File: src/rtl/adder_bist_if.sv
// Operand/response bus between the adder BIST engine and the combinational adder under test.
interface adder_bist_if #(
    parameter int N = 8
) ();
    logic [N-1:0] a_o;
    logic [N-1:0] b_o;
    logic         cin_o;
    logic [N-1:0] s_i;
    logic         cout_i;
    logic         prop_i;
    logic         gen_i;

    modport master (output a_o, b_o, cin_o, input s_i, cout_i, prop_i, gen_i);
    modport slave  (input a_o, b_o, cin_o, output s_i, cout_i, prop_i, gen_i);
endinterface

File: src/rtl/adder_bist.sv
// Self-test engine for the adder family: walks exhaustive or LFSR vectors through an external
// combinational adder, checks against a behavioural reference, counts errors, captures the first failure.
module adder_bist #(
    parameter int          N       = 8,
    parameter int          NUM_VEC = 30000,
    parameter int          CNT_W   = 17,
    parameter int          ERR_W   = 16,
    parameter logic [31:0] SEED    = 32'h0000_0001
) (
    input  logic             clk,
    input  logic             rst_n,
    input  logic             start,
    input  logic             mode,
    input  logic             check_pg,
    adder_bist_if.master     duv,
    output logic             busy,
    output logic             done,
    output logic             pass,
    output logic [CNT_W-1:0] vec_cnt,
    output logic [ERR_W-1:0] err_cnt,
    output logic             fail_valid,
    output logic [N-1:0]     fail_a,
    output logic [N-1:0]     fail_b,
    output logic             fail_cin
);
    localparam int               VW    = 2 * N + 1;
    localparam longint           SPACE = 64'd1 << VW;
    localparam longint           T     = (longint'(NUM_VEC) < SPACE) ? longint'(NUM_VEC) : SPACE;
    localparam logic [CNT_W-1:0] LAST  = CNT_W'(T - 1);
    localparam logic [31:0]      TAPS  = 32'h8020_0003;   // x^32 + x^22 + x^2 + x + 1

    typedef enum logic [1:0] {IDLE, RUN, DONE} state_t;

    state_t      state;
    logic [31:0] vec;
    logic        mode_q;
    logic        pg_q;

    logic [N-1:0]     cur_a, cur_b;
    logic             cur_cin;
    logic [N:0]       ref_sum, ref_ab;
    logic             ref_prop;
    logic             mismatch;
    logic [ERR_W-1:0] err_nxt;
    logic [31:0]      lfsr_nxt;

    // V = {cin, a, b}; the operand bus is driven straight from the vector flop.
    assign cur_b   = vec[N-1:0];
    assign cur_a   = vec[2*N-1:N];
    assign cur_cin = vec[2*N];

    assign duv.a_o   = cur_a;
    assign duv.b_o   = cur_b;
    assign duv.cin_o = cur_cin;

    assign ref_sum  = {1'b0, cur_a} + {1'b0, cur_b} + {{N{1'b0}}, cur_cin};
    assign ref_ab   = {1'b0, cur_a} + {1'b0, cur_b};
    assign ref_prop = &(cur_a ^ cur_b);

    assign mismatch = (duv.s_i != ref_sum[N-1:0]) || (duv.cout_i != ref_sum[N]) ||
                      (pg_q && ((duv.prop_i != ref_prop) || (duv.gen_i != ref_ab[N])));

    assign err_nxt  = (mismatch && (err_cnt != '1)) ? err_cnt + ERR_W'(1) : err_cnt;
    assign lfsr_nxt = vec[0] ? ((vec >> 1) ^ TAPS) : (vec >> 1);

    always_ff @(posedge clk or negedge rst_n) begin
        if (!rst_n) begin
            state      <= IDLE;
            vec        <= '0;
            mode_q     <= 1'b0;
            pg_q       <= 1'b0;
            busy       <= 1'b0;
            done       <= 1'b0;
            pass       <= 1'b0;
            vec_cnt    <= '0;
            err_cnt    <= '0;
            fail_valid <= 1'b0;
            fail_a     <= '0;
            fail_b     <= '0;
            fail_cin   <= 1'b0;
        end else begin
            case (state)
                IDLE, DONE: begin
                    if (start) begin
                        state      <= RUN;
                        busy       <= 1'b1;
                        done       <= 1'b0;
                        pass       <= 1'b0;
                        vec_cnt    <= '0;
                        err_cnt    <= '0;
                        fail_valid <= 1'b0;
                        fail_a     <= '0;
                        fail_b     <= '0;
                        fail_cin   <= 1'b0;
                        mode_q     <= mode;
                        pg_q       <= check_pg;
                        vec        <= mode ? SEED : 32'd0;
                    end
                end
                RUN: begin
                    vec_cnt <= vec_cnt + CNT_W'(1);
                    err_cnt <= err_nxt;
                    if (mismatch && !fail_valid) begin
                        fail_valid <= 1'b1;
                        fail_a     <= cur_a;
                        fail_b     <= cur_b;
                        fail_cin   <= cur_cin;
                    end
                    // The vector is frozen on the final edge so DONE shows the last one checked.
                    if (vec_cnt == LAST) begin
                        state <= DONE;
                        busy  <= 1'b0;
                        done  <= 1'b1;
                        pass  <= (err_nxt == '0);
                    end else begin
                        vec <= mode_q ? lfsr_nxt : vec + 32'd1;
                    end
                end
                default: state <= IDLE;
            endcase
        end
    end
endmodule

File: src/flat_wrapper.sv
// flat-port wrapper written by rule: the top's interface ports become plain ports
module adder_bist_flat 
#(
    parameter int          N       = 8,
    parameter int          NUM_VEC = 30000,
    parameter int          CNT_W   = 17,
    parameter int          ERR_W   = 16,
    parameter logic [31:0] SEED    = 32'h0000_0001
)
  (clk, rst_n, start, mode, check_pg, busy, done, pass, vec_cnt, err_cnt, fail_valid, fail_a, fail_b, fail_cin, duv_a_o, duv_b_o, duv_cin_o, duv_s_i, duv_cout_i, duv_prop_i, duv_gen_i);
  adder_bist_if #(.N(N)) duv_i ();
  input  logic clk;
  input  logic rst_n;
  input  logic start;
  input  logic mode;
  input  logic check_pg;
  output logic busy;
  output logic done;
  output logic pass;
  output logic [CNT_W-1:0] vec_cnt;
  output logic [ERR_W-1:0] err_cnt;
  output logic fail_valid;
  output logic [N-1:0] fail_a;
  output logic [N-1:0] fail_b;
  output logic fail_cin;
  output wire logic [$bits(duv_i.a_o)-1:0] duv_a_o;
  output wire logic [$bits(duv_i.b_o)-1:0] duv_b_o;
  output wire logic [$bits(duv_i.cin_o)-1:0] duv_cin_o;
  input wire logic [$bits(duv_i.s_i)-1:0] duv_s_i;
  input wire logic [$bits(duv_i.cout_i)-1:0] duv_cout_i;
  input wire logic [$bits(duv_i.prop_i)-1:0] duv_prop_i;
  input wire logic [$bits(duv_i.gen_i)-1:0] duv_gen_i;
  assign duv_a_o = duv_i.a_o;
  assign duv_b_o = duv_i.b_o;
  assign duv_cin_o = duv_i.cin_o;
  assign duv_i.s_i = duv_s_i;
  assign duv_i.cout_i = duv_cout_i;
  assign duv_i.prop_i = duv_prop_i;
  assign duv_i.gen_i = duv_gen_i;
  adder_bist #(.N(N), .NUM_VEC(NUM_VEC), .CNT_W(CNT_W), .ERR_W(ERR_W), .SEED(SEED)) u_core (.clk(clk), .rst_n(rst_n), .start(start), .mode(mode), .check_pg(check_pg), .duv(duv_i), .busy(busy), .done(done), .pass(pass), .vec_cnt(vec_cnt), .err_cnt(err_cnt), .fail_valid(fail_valid), .fail_a(fail_a), .fail_b(fail_b), .fail_cin(fail_cin));
endmodule
File: config.mk
export PLATFORM = sky130hd
export DESIGN_NAME = adder_bist_flat
export DESIGN_NICKNAME = d
export VERILOG_FILES = /design/src/rtl/adder_bist_if.sv /design/src/rtl/adder_bist.sv /design/src/flat_wrapper.sv
export SDC_FILE = /design/constraint.sdc
export NUM_CORES = 1
export LEC_CHECK = 0
export CORE_MARGIN = 2
export CORE_UTILIZATION = 59
export DETAILED_ROUTE_END_ITERATION = 7
export PLACE_DENSITY = 0.88
export SLEW_MARGIN = 20
export SYNTH_ARGS = -nofsm -noshare
export SYNTH_HDL_FRONTEND = slang
export SYNTH_SLANG_ARGS = --single-unit
File: constraint.sdc
create_clock -name clk -period 8.3 [get_ports clk]
set_clock_uncertainty 0.15 [all_clocks]
set_input_delay 0.83 -clock clk [delete_from_list [all_inputs] [get_ports clk]]
set_output_delay 0.83 -clock clk [all_outputs]
set_load 0.05 [all_outputs]
==> results of run 1 <==
[layout by cell type, fill, tap and decap left out, types with 7 or more instances in the layout]
master and n:
o21ai_0 92, nand2_1 89, dfrtp_1 89, clkdlybuf4s50_1 85
nor2_1 57, nand3_1 55, a21oi_1 29, and3_1 26
a22oi_1 19, nor3_1 19, inv_1 17, xnor2_1 16
ha_1 13, o31ai_1 10, clkbuf_8 10, nand2b_1 7
[worst reg2reg max path: cells and delay by family (launching register included)]
family	cells	cell delay (ns)
compound gates	7	2.31
fa+ha+maj	2	0.64
buf+inv	1	0.06
flops	1	0.57
simple gates	4	1.06
[power groups by stage]
stage / combinational (uW) / clock [uW] / sequential [uW]
after detailed placement: 1140 / 0 / 779
after global placement: 1100 / 0 / 770
after CTS: 1140 / 325 / 771
after floorplan: 666 / 0 / 918
final: 1150 / 325 / 777
after global routing: 1230 / 345 / 801
[synthesized netlist by cell type, drive strengths merged (5+ instances only)]
cell / count / share of area [%]
nand2b: 7 / 0.76
dfrtp: 90 / 39
or3: 5 / 0.54
a21oi: 30 / 2.7
nand3: 55 / 4.7
ha: 13 / 2.8
o21ai: 92 / 7.9
nand4: 6 / 0.65
a22oi: 19 / 2.5
and3: 26 / 2.8
clkbuf: 36 / 2.4
xor2: 7 / 1.2
nor4: 6 / 0.65
nor3: 19 / 1.6
nor2b: 5 / 0.54
o31ai: 12 / 1.7
xnor2: 17 / 2.9
inv: 17 / 1.1
nand2: 89 / 5.8
buf: 20 / 2.5
o21a: 6 / 0.78
nor2: 59 / 4.0
[path summary, 6_finish.rpt]
check                                                  start                       endpoint  slack [ns]  depth (start not counted)
worst max-delay path               u_core.vec[0]$_DFFE_PN0P_        u_core.pass$_DFFE_PN0P_        3.41                         14
worst min-delay path                                   rst_n  u_core.err_cnt[8]$_DFFE_PN0P_        0.21                          1
worst min register to register  u_core.fail_a[2]$_DFFE_PN0P_   u_core.fail_a[2]$_DFFE_PN0P_        0.36                          2
max in group asynchronous                              rst_n      u_core.mode_q$_DFFE_PN0P_        6.65                          2
min in group clk                u_core.fail_a[2]$_DFFE_PN0P_   u_core.fail_a[2]$_DFFE_PN0P_        0.36                          2
worst max register to register     u_core.vec[0]$_DFFE_PN0P_        u_core.pass$_DFFE_PN0P_        3.41                         14
[final cells by class]
type	instances	area [sq um]
repair buffers	91	895.9
well taps	133	166.4
fillers	748	2853
inverters	18	67.56
clock buffers	11	141.4
clock inverters	5	67.56
multi-input cells	540	3194
flip-flops and latches	90	2253
[flip-flops by register name (all words and copies together) (netlist names)]
name and count:
u_core.vec 32, u_core.busy 1, u_core.fail_a 8, u_core.pass 1, u_core.err_cnt 16, u_core.fail_b 8
u_core.state 2, u_core.mode_q 1, u_core.fail_valid 1, u_core.fail_cin 1, u_core.vec_cnt 17, u_core.pg_q 1
u_core.done 1
[cells by family after synthesis]
family                     Yosys count
AOI/OAI and AO/OA                  198
DFF                                 90
muxes                                5
buffers and inverters               74
adders and majority gates           14
and+or+nand+nor                    298
xor gates and xnor gates            25
[per-layer routing]
layer	track usage, %	share of wire (%)
met1	40.08	42
met2	50.55	50
met3	4.271	5.9
met4	10.22	2.5
met5	0	0
[stage by stage]
step	hold WS (ns)	worst slack [ns]	util, %	cell area (sq um)	instances
final	0.2068	3.415	70.41	6787	888
after CTS	0.2113	3.448	70.41	6787	888
after global placement	0.3287	3.694	68.24	6578	872
after global routing	0.2196	3.168	70.41	6787	888
after detailed placement	0.3400	3.485	68.24	6578	872
after floorplan	0.3095	4.321	-	5796	704
==> flow_summary.json, run 1 <==
{
  "outcome": "completed",
  "synth.avg_cell_area_sq_um": 8.232,
  "cts_buffers": 9,
  "area_growth_pct": 17.10,
  "cpPeakStageDelay_ns": 0.79,
  "vias_per_cell": 6.282,
  "slew_headroom_pct": 29.08,
  "antenna_cells": 0,
  "globalRoute.totalOverflow": 0,
  "synth_top_family_by_area": "simple AND/OR/NAND/NOR gates",
  "critPathSlowestCell": "a311oi_2",
  "cap_viol_max_count": 0,
  "drt-total-wl_um": 15530,
  "drtIter0Drc": 365,
  "fp.dieH_um": 103.1,
  "netlist-cell-type-count": 69,
  "leakagePower_uw": 0.002807,
  "initial_core_util_pct": 60.12,
  "async_reset_ff_share_pct": 100.0,
  "synth_nets": 734,
  "endpoint_kind": "register",
  "ys_warn_count": 0,
  "setup_violations": 0,
  "postCtsResizedCells": 0,
  "synthMuxAreaShare_pct": 0.8851,
  "drtPass1Iterations": 5,
  "slew_violations": 0,
  "path_cells": "ha_1, inv_1, fa_1, nand2b_1, a21o_4, or3b_1, o2111ai_2, and3b_1, o2111ai_1, a311oi_2, nor2_4, a211o_1, a2111o_1, o31ai_2",
  "io_pins": 87,
  "critPathMaxFanout": 23,
  "grt_max_degree": 68,
  "power.switching_uw": 1117,
  "fin_nets": 780,
  "clkLatencyLatePin_ns": 0.37,
  "power.total_uw": 2248,
  "drc_errors": 0,
  "post-cts-setup-buffers": 0,
  "ys_seq_area_share_pct": 38.86,
  "port_buffers": 86,
  "detailed_place_hpwl_um": 10710,
  "critPathKind": "register to register",
  "cp_top_family": "compound AO/OA/AOI/OAI gates",
  "worst-path-buf-inv": 1,
  "cts_max_level": 3,
  "synth_ff_type": "dfrtp_1",
  "grt_antenna_before_repair": 0,
  "placement_rows": 36,
  "num_vias": 5578,
  "yosys.area_share.simple_pct": 25.00,
  "place_congestion": 0.9373,
  "yosys.area_share.adder_pct": 3.152,
  "tightest_slew_ns": 1.064,
  "pwr-share-clk_pct": 14.5,
  "cts.sinks": 90,
  "synth-compound-area-share_pct": 21.61,
  "drtAntennaViolNets": 0,
  "syn-cell-area_sq_mm": 0.005796,
  "clockBufferDepth": 2,
  "hold_buffers": 0,
  "wire_per_inst_um": 17.48,
  "synth_xor_area_share_pct": 4.469,
  "fin_crit_ns": 4.885,
  "cts_tree": "yes",
  "min_path_type": "primary input to asynchronous set/reset pin",
  "core_area_sq_mm": 0.009639,
  "grt_pass1_vias": 5169,
  "grtUsageTotal_pct": 30.07,
  "die-area_sq_mm": 0.01063,
  "cp.required_ns": 8.43,
  "ir_worst_vdd_v": 0.0002060,
  "finalHoldViolCount": 0,
  "die_width_um": 103.1,
  "tns_ns": 0,
  "grt_pass1_wl_um": 25190,
  "path_clk_slew_ns": 0.10,
  "cp.arrival_ns": 5.01,
  "root_buffer": "clkbuf_8",
  "crit_path_start_kind": "register",
  "switching_share_pct": 49.69,
  "drive_above_1_share_pct": 4.636,
  "fin_crit_sh_pct": 58.86,
  "synth_edf_count": 0,
  "p_comb_share_pct": 50.9,
  "ys_seq_elements": 90,
  "power_density_mw_per_mm2": 331.2,
  "rsz0062_at_grt": "no",
  "internal-power_uw": 1131,
  "synth_cells": 704,
  "fmax_mhz": 204.7,
  "seqPwrFrac_pct": 34.6
}
Power figures use the tool's default switching activity.
==> run 2, diff against run 1 <==
--- a/config.mk
+++ b/config.mk
@@ -6,9 +6,9 @@
 export NUM_CORES = 1
 export LEC_CHECK = 0
 export CORE_MARGIN = 2
-export CORE_UTILIZATION = 59
+export CORE_UTILIZATION = 55
 export DETAILED_ROUTE_END_ITERATION = 7
-export PLACE_DENSITY = 0.88
+export PLACE_DENSITY = 0.83
 export SLEW_MARGIN = 20
 export SYNTH_ARGS = -nofsm -noshare
 export SYNTH_HDL_FRONTEND = slang
==> constraint.sdc (replaced) <==
create_clock -name clk -period 4.95 [get_ports clk]
set_clock_uncertainty 0.15 [all_clocks]
set_input_delay 0.495 -clock clk [delete_from_list [all_inputs] [get_ports clk]]
set_output_delay 0.495 -clock clk [all_outputs]
set_load 0.05 [all_outputs]
==> run 2 against run 1 <==
Compared with the run above:
- the flow now finishes with violations (hold timing)
- flip-flop and latch count is the same
- register-to-register slack lost 2.9 ns
- worst hold slack lost 0.22 ns
- via count shrank 0.22%
- first-iteration DRC count grew 39%
- clock power grew 51%
- clock-buffer cell count is the same
- final area grew 0.18%
- total power grew 66%
==> flow_summary.json, run 2 (synthesis results as in run 1) <==
{
  "grtUsageTotal_pct": 27.88,
  "outcome": "finished, violations left",
  "rr_endpoint": "u_core.pass$_DFFE_PN0P_",
  "placed_cell_area_sq_mm": 0.006611,
  "power_density_mw_per_mm2": 548.0,
  "detailed_place_hpwl_um": 10680,
  "fmax_mhz": 227.2,
  "setup_violations": 0,
  "regMostFlops": "u_core.vec",
  "rr_worst_depth": 15,
  "cts_tree": "yes",
  "wire_per_inst_um": 17.13,
  "worst-path-buf-inv": 2,
  "critPathCapture": "u_core.pass$_DFFE_PN0P_",
  "drtPass1Iterations": 7,
  "critPathMaxFanout": 11,
  "slew_violations": 0,
  "largestRegisters": "u_core.vec: 32 flops, u_core.vec_cnt: 17 flops, u_core.err_cnt: 16 flops",
  "antenna_cells": 0,
  "crit_path_start_kind": "register",
  "post-cts-setup-buffers": 0,
  "vias_per_cell": 6.219,
  "drive_above_1_share_pct": 5.270,
  "root_buffer": "clkbuf_8",
  "layout_commonest_cell": "o21ai_0",
  "cts.sinks": 90,
  "die-area_sq_mm": 0.01137,
  "fin_crit_ns": 4.402,
  "drtIter0Drc": 506,
  "drtAntennaViolNets": 0,
  "hold_buffers": 0,
  "die_width_um": 106.7,
  "timing.rr.start": "u_core.vec[8]$_DFFE_PN0P_",
  "rrSetupSlack_ns": 0.55,
  "cp.required_ns": 5.09,
  "cp.depth": 15,
  "leakagePower_uw": 0.002820,
  "cp_top_family": "compound AO/OA/AOI/OAI gates",
  "critPathLaunch": "u_core.vec[8]$_DFFE_PN0P_",
  "place_congestion": 0.8684,
  "core_area_sq_mm": 0.01028,
  "grt_max_degree": 68,
  "clkLatencyLatePin_ns": 0.38,
  "fin_nets": 784,
  "mostFrequentLayoutCells": "o21ai_0 (92), nand2_1 (89), dfrtp_1 (89)",
  "cpPeakStageDelay_ns": 0.63,
  "cts_buffers": 9,
  "io_pins": 87,
  "finalHoldViolCount": 9,
  "ir_worst_vdd_v": 0.0003834,
  "cp.arrival_ns": 4.54,
  "tns_ns": 0,
  "grt_pass1_vias": 5294,
  "initial_core_util_pct": 56.39,
  "num_vias": 5566,
  "critPathKind": "register to register",
  "stdcell_area_sq_mm": 0.006799,
  "endpoint_kind": "register",
  "cts_max_level": 3,
  "drt-total-wl_um": 15330,
  "path_cells": "ha_1, inv_1, fa_1, nand2b_1, a21o_4, or3b_1, o2111ai_2, a21boi_0, o2111ai_1, a311oi_2, buf_4, or4_1, xnor2_1, a2111o_1, o31ai_2",
  "tightest_slew_ns": 1.132,
  "fp.dieH_um": 106.7,
  "rsz0062_at_grt": "no",
  "drc_errors": 0,
  "path_clk_slew_ns": 0.09,
  "largest_reg_flops": 32,
  "fin_crit_sh_pct": 88.93,
  "grt_antenna_before_repair": 0,
  "slew_headroom_pct": 24.52,
  "placement_rows": 37,
  "cap_viol_max_count": 0,
  "postCtsResizedCells": 0,
  "globalRoute.totalOverflow": 0,
  "area_growth_pct": 17.31,
  "holdWs_ns": -0.01133,
  "min_path_type": "primary input to asynchronous set/reset pin",
  "clockBufferDepth": 2,
  "dpl.cell_count": 879,
  "failed_checks": "hold timing",
  "grt_pass1_wl_um": 25520,
  "port_buffers": 86,
  "critPathSlowestCell": "or4_1",
  "final_cells": 895
}
-- run 2: cell count changes in the layout (fill, tap and decap cells not counted) --
cell / before / now
clkbuf_8: 10 / 11
inv_8: 1 / 0
inv_6: 2 / 1
clkinv_4: 1 / 2
bufinv_16: 1 / 0
clkinv_2: 0 / 2
clkbuf_1: 1 / 0
buf_4: 6 / 10
-- run 2: worst register-to-register path: cells and delay by family (launching register included) --
| kind | cells | cell delay (ns) |
|---|---|---|
| compound gates | 7 | 1.46 |
| fa+ha+maj | 2 | 0.63 |
| flops | 1 | 0.45 |
| simple gates | 3 | 1.20 |
| xor+xnor | 1 | 0.17 |
| buf+inv | 2 | 0.26 |
-- run 2: layout make-up --
class                   instances  area, sq um
inverters                      18        67.56
clock inverters                 5        36.28
well taps                     136        170.2
clock buffers                  11        151.4
multi-input cells             540         3194
fillers                       865         3478
flip-flops and latches         90         2253
repair buffers                 95        925.9
-- run 2: per-layer routing --
layer	up-vias	track usage [%]	routed length [um]
met5	-	0	0
met4	0	9.647	242
met3	21	4.377	975
met2	226	46.86	7698
met1	2681	36.80	6418
li1	2638	-	-
-- run 2: worst min path at each step --
stage	end	cells after the start	startpoint	slack (ns)
after floorplan	u_core.busy$_DFFE_PN0P_	0	rst_n	0.05
after global routing	u_core.err_cnt[6]$_DFFE_PN0P_	1	rst_n	0.04
final	u_core.err_cnt[3]$_DFFE_PN0P_	1	rst_n	-0.01
after detailed placement	u_core.busy$_DFFE_PN0P_	2	u_core.busy$_DFFE_PN0P_	0.32
after CTS	u_core.fail_a[7]$_DFFE_PN0P_	1	rst_n	0.02
after global placement	u_core.busy$_DFFE_PN0P_	2	u_core.busy$_DFFE_PN0P_	0.31
-- run 2: metrics by stage --
step | setup WS, ns | util (%) | total power [uW]
CTS | 0.5683 | 66.16 | 3717
global route | 0.2688 | 66.16 | 3958
finish | 0.5482 | 66.16 | 3726
floorplan | 0.9711 | - | 2656
global placement | 0.7530 | 64.33 | 3142
detailed placement | 0.6142 | 64.33 | 3226
-- run 2: report_power, final --
group | switching [uW] | internal (uW)
Combinational | 1240 | 705
Sequential | 348 | 943
Clock | 278 | 212
Total | 1870 | 1860
